==> src/rtl/mem_access_unit.sv <==
// MEM-stage load/store unit: turns decoded memory ops into single-outstanding
// valid/ready bus transactions, with byte-lane steering and load extension.
package mem_access_pkg;
  typedef enum logic [3:0] {
    MEM_NOP, MEM_LB, MEM_LH, MEM_LW, MEM_LBU, MEM_LHU, MEM_SB, MEM_SH, MEM_SW
  } mem_op_t;
endpackage

module mem_access_unit
  import mem_access_pkg::*;
#(
  parameter int unsigned XLEN = 32
) (
  input  logic            clk,
  input  logic            rst_n,
  input  logic            req_valid,
  input  mem_op_t         mem_ctrl,
  input  logic [XLEN-1:0] addr,
  input  logic [XLEN-1:0] wdata,
  output logic            stall_o,
  output logic            done_o,
  output logic [XLEN-1:0] rdata_o,
  output logic            misaligned_o,
  output logic            bus_req_valid,
  input  logic            bus_req_ready,
  output logic            bus_we,
  output logic [XLEN-1:0] bus_addr,
  output logic [3:0]      bus_be,
  output logic [XLEN-1:0] bus_wdata,
  input  logic            bus_rsp_valid,
  input  logic [XLEN-1:0] bus_rsp_data
);

  typedef enum logic [1:0] {IDLE, REQ, WAIT} state_t;

  state_t          state_q;
  mem_op_t         op_q;
  logic [1:0]      off_q;
  logic            done_q;
  logic            req_valid_q;
  logic            we_q;
  logic [XLEN-1:0] addr_q;
  logic [3:0]      be_q;
  logic [XLEN-1:0] wdata_q;
  logic [XLEN-1:0] rdata_q;

  logic            is_byte, is_half, is_word, is_store;
  logic            mis_raw;
  logic            accept;
  logic [3:0]      be_d;
  logic [XLEN-1:0] wdata_d;
  logic [XLEN-1:0] rdata_d;
  logic [7:0]      byte_sel;
  logic [15:0]     half_sel;
  logic            op_q_store;

  // Decode size/direction of the op currently presented by the pipeline.
  always_comb begin
    is_byte  = 1'b0;
    is_half  = 1'b0;
    is_word  = 1'b0;
    is_store = 1'b0;
    case (mem_ctrl)
      MEM_LB, MEM_LBU: is_byte = 1'b1;
      MEM_LH, MEM_LHU: is_half = 1'b1;
      MEM_LW:          is_word = 1'b1;
      MEM_SB: begin is_byte = 1'b1; is_store = 1'b1; end
      MEM_SH: begin is_half = 1'b1; is_store = 1'b1; end
      MEM_SW: begin is_word = 1'b1; is_store = 1'b1; end
      default: ;
    endcase
  end

  always_comb begin
    mis_raw = (is_half & addr[0]) | (is_word & (addr[1:0] != 2'b00));
    accept  = (state_q == IDLE) & req_valid & (mem_ctrl != MEM_NOP)
              & ~mis_raw & ~done_q;
  end

  assign misaligned_o = (state_q == IDLE) & req_valid & ~done_q & mis_raw;
  assign stall_o      = accept | (state_q != IDLE);

  // Byte enables and lane-replicated store data for the presented op.
  always_comb begin
    be_d    = '0;
    wdata_d = '0;
    if (is_byte) begin
      be_d = 4'b0001 << addr[1:0];
      if (is_store) wdata_d = {4{wdata[7:0]}};
    end else if (is_half) begin
      be_d = addr[1] ? 4'b1100 : 4'b0011;
      if (is_store) wdata_d = {2{wdata[15:0]}};
    end else if (is_word) begin
      be_d = 4'b1111;
      if (is_store) wdata_d = wdata;
    end
  end

  // Extract and extend the load result using the latched op and offset.
  always_comb begin
    byte_sel   = bus_rsp_data[{off_q, 3'b000} +: 8];
    half_sel   = off_q[1] ? bus_rsp_data[31:16] : bus_rsp_data[15:0];
    op_q_store = (op_q == MEM_SB) | (op_q == MEM_SH) | (op_q == MEM_SW);
    case (op_q)
      MEM_LB:  rdata_d = {{24{byte_sel[7]}}, byte_sel};
      MEM_LBU: rdata_d = {24'h000000, byte_sel};
      MEM_LH:  rdata_d = {{16{half_sel[15]}}, half_sel};
      MEM_LHU: rdata_d = {16'h0000, half_sel};
      default: rdata_d = bus_rsp_data;
    endcase
  end

  always_ff @(posedge clk or negedge rst_n) begin
    if (!rst_n) begin
      state_q     <= IDLE;
      op_q        <= MEM_NOP;
      off_q       <= '0;
      done_q      <= 1'b0;
      req_valid_q <= 1'b0;
      we_q        <= 1'b0;
      addr_q      <= '0;
      be_q        <= '0;
      wdata_q     <= '0;
      rdata_q     <= '0;
    end else begin
      done_q <= 1'b0;
      case (state_q)
        IDLE: begin
          if (accept) begin
            state_q     <= REQ;
            op_q        <= mem_ctrl;
            off_q       <= addr[1:0];
            req_valid_q <= 1'b1;
            we_q        <= is_store;
            addr_q      <= {addr[XLEN-1:2], 2'b00};
            be_q        <= be_d;
            wdata_q     <= wdata_d;
          end
        end
        REQ: begin
          if (bus_req_ready) begin
            state_q     <= WAIT;
            req_valid_q <= 1'b0;
          end
        end
        WAIT: begin
          if (bus_rsp_valid) begin
            state_q <= IDLE;
            done_q  <= 1'b1;
            if (!op_q_store) rdata_q <= rdata_d;
          end
        end
        default: state_q <= IDLE;
      endcase
    end
  end

  assign done_o        = done_q;
  assign rdata_o       = rdata_q;
  assign bus_req_valid = req_valid_q;
  assign bus_we        = we_q;
  assign bus_addr      = addr_q;
  assign bus_be        = be_q;
  assign bus_wdata     = wdata_q;

endmodule

==> config.mk <==
export PLATFORM = sky130hd
export DESIGN_NAME = mem_access_unit
export DESIGN_NICKNAME = d
export VERILOG_FILES = /design/src/rtl/mem_access_unit.sv
export SDC_FILE = /design/constraint.sdc
export NUM_CORES = 1
export LEC_CHECK = 0
export ABC_CLOCK_PERIOD_IN_PS = 3900
export CORE_ASPECT_RATIO = 1.1
export CORE_MARGIN = 2
export CORE_UTILIZATION = 40
export CTS_CLUSTER_DIAMETER = 120
export DETAILED_ROUTE_END_ITERATION = 8
export GPL_TIMING_DRIVEN = 0
export PLACE_DENSITY = 0.7
export SYNTH_ARGS = -nofsm -noshare
export SYNTH_HDL_FRONTEND = slang
export SYNTH_SLANG_ARGS = --single-unit
export TNS_END_PERCENT = 30
==> constraint.sdc <==
create_clock -name clk -period 3.9 [get_ports clk]
set_input_delay 1.17 -clock clk [delete_from_list [all_inputs] [get_ports clk]]
set_output_delay 1.17 -clock clk [all_outputs]
set_load 0.03 [all_outputs]
==> results.ini <==
[run_status]
status = finished, final reports clean

[synthesis]
synth_edf_count = 0
ys.warnings.count = 0
syn_inst = 488
synth_mux_area_share_pct = 19.5
synth_top_cell_by_area = dfrtp_1
yosysSeqAreaShare_pct = 50.5
synth-async-reset-ratio_pct = 100
synth_area_leaders = dfrtp_1, mux2_2, mux2_4
synth-simple-area-share_pct = 11.4
synth-xor-area-share_pct = 0.325
ys_ff_latch = 109
synth_top_area_share_pct = 50.5
synth.most_common_cell = dfrtp_1
synth_top_family_by_area = multiplexers
synthAdderAreaFrac_pct = 0.556
synth_compound_area_share_pct = 13.4
dominantRegCellSynth = dfrtp_1
synth_cell_types = 51
synth_common_cells = dfrtp_1, nand2_1, mux2_2
synth_area_per_cell_um2 = 11.1
netlist_area_um2 = 5400

[layout]
fin_util_pct = 60.9
antenna_cells = 0
nNetsFinal = 816
num-fill-cells = 1108
fin_cells = 877
drive_gt1_share_pct = 16.3
area_growth_pct = 49.2

[sta]
hold_ws_ns = 0.487
hold_violations = 0
rsz0062_at_grt = false
tns_ns = 0
final-setup-viol-count = 0
finClkSkew_ns = 0.0116
slew_headroom_pct = 54.4
post-route-min-period_ns = 3.86
fmax_mhz = 259
finalMaxSlewViolations = 0
max_slew.worst_pin.slew_ns = 0.684
period_share_pct = 99.0

[die]
coreArea_um2 = 13200
fp.dieH_um = 126
fp.dieArea_um2 = 14400
ios = 210
dieWidth_um = 115
fp-row-count = 44
start_util_pct = 40.8

[routing]
via_per_inst = 5.39
topRoutingLayerUsed = met4
drtIter0Drc = 295
vias = 4731
wirelength_um = 16500
drt-pass1-iter-count = 5
wl_per_cell_um = 18.8
route.met2.wl_um = 8220
antenna_left = 0
wl_met1_um = 6470
drc = 0
dr_wl_met3_um = 1440

[place]
gp_congestion = 0.900
placedCellCount = 857
hpwl_um = 12400
io_buffers = 206

[hold_path]
min_from = bus_addr[30]
hp-class = register to register
min_to = bus_addr[30]
hold_depth = 1

[clock_network]
holdBufCountCts = 0
clock-sinks = 109
cts_tree = built
clk_latency_ns = 0.36
cts_buffers = 9
clk_pin_slew_ns = 0.06
h-tree-depth = 3
cts_buffer_depth = 2
cts_root_buffer = clkbuf_16

[power_and_ir_drop]
power.leakage_nw = 3.46
worst_ir_drop_vdd_mv = 0.329
finalPower_mw = 6.54
p_per_area_nw_per_um2 = 813

[grt]
grt_usage_pct = 23.2
gr-total-overflow = 0
grt_max_degree = 64
grt_pass1_vias = 4993
antenna_found_initial = 0
grt_pass1_wl_um = 26100

[worst_setup_path]
rr_worst_depth = 8
start_kind = input port
timing.rr.start = state_q[1]
path_max_fanout = 2
worstPathArrival_ns = 2.69
crit_path_end_kind = output port
worstSetupPathType = input port to output port
required_ns = 2.73
reg2reg_to = bus_wdata[5]
r2r_slack_ns = 1.51

[run]
maxCapViolCount = 0

[worst max-delay path: stages]
cell             delay (ns)
clkdlybuf4s15_1        0.20
a21oi_1                0.07
or3b_1                 0.36
a21oi_2                0.22
nor3_4                 0.08
buf_6                  0.13
or3_4                  0.32
buf_6                  0.14
[layout make-up]
| type | count | area, um^2 | area share [%] |
|---|---|---|---|
| Buffer | 31 | 173 | 2.14 |
| Clock buffer | 11 | 243 | 3.02 |
| Clock inverter | 5 | 58.8 | 0.730 |
| Inverter | 16 | 60.1 | 0.746 |
| Multi-Input combinational cell | 332 | 2480 | 30.8 |
| Sequential cell | 109 | 2730 | 33.9 |
| Tap cell | 161 | 201 | 2.50 |
| Timing Repair Buffer | 212 | 2110 | 26.2 |
[where the power goes]
| part | internal (mW) | total, mW | switching, mW |
|---|---|---|---|
| registers | 1.63 | 1.93 | 0.302 |
| clock network | 0.518 | 0.942 | 0.425 |
| logic | 1.64 | 3.67 | 2.03 |
[sequential cells by signal, summed over array words and instances, names as in the netlist]
name           count
bus_req_valid      1
bus_we             1
off_q              2
done_o             1
state_q            2
rdata_o           32
bus_addr          30
bus_be             4
bus_wdata         32
op_q               4
[metal layers]
metal	track usage, %	vias to the layer above
met3	6.93	26
met1	27.4	2315
met5	0	-
met4	8.29	0
met2	39.8	225
li1	-	2165
[per-stage QoR]
stage | instance area (um^2) | worst slack (ns)
after floorplan | 5400 | 0.0211
after global placement | 7660 | -2.52
after detailed placement | 7690 | -1.03
after CTS | 8050 | 0.00598
after global routing | 8050 | 0.00342
final | 8050 | 0.0372
[cell families after synthesis]
group	count (synthesis)
xor+xnor	2
fa+ha+maj	3
buf+inv	48
mux	87
flops	109
other cells	1
simple gates	131
compound gates	107
[worst max-delay path by stage]
stage,start,endpoint,cells after the start
2_1_floorplan,mem_ctrl[1],stall_o,7
5_1_grt,mem_ctrl[0],stall_o,8
3_3_place_gp,rst_n,bus_addr[30],1
4_1_cts,addr[0],stall_o,8
6_report,mem_ctrl[0],stall_o,8
3_5_place_dp,addr[1],stall_o,9
[placed cells by master, fill, tap and decap left out, drive strengths merged, types with 2 or more instances in the layout]
| master | count |
|---|---|
| a31oi | 10 |
| nand3 | 3 |
| nor3 | 4 |
| o21ai | 19 |
| clkdlybuf4s15 | 2 |
| a22o | 16 |
| clkbuf | 28 |
| a211oi | 8 |
| and2 | 3 |
| nand2b | 2 |
| o31ai | 4 |
| xnor2 | 2 |
| clkdlybuf4s50 | 198 |
| inv | 17 |
| o211ai | 3 |
| buf | 26 |
| maj3 | 3 |
| nor3b | 2 |
| nand3b | 2 |
| clkinvlp | 2 |
| a21oi | 25 |
| nor2 | 36 |
| or3 | 2 |
| dfrtp | 109 |
| and3 | 2 |
| a311oi | 4 |
| or2 | 4 |
| a32oi | 2 |
| conb | 2 |
| nand2 | 60 |
| mux2i | 21 |
| a21o | 4 |
| mux2 | 64 |
| mux4 | 2 |
| o21a | 7 |
| nor2b | 6 |
[what timing repair did]
item | 4_1_cts | 5_1_grt
setup buffers | 5 | 0
endpoints found under the setup margin | 2 | 2
gates resized for setup | 26 | 10
pin swaps | 3 | 3
No activity file was read; power rests on OpenSTA's default activity.
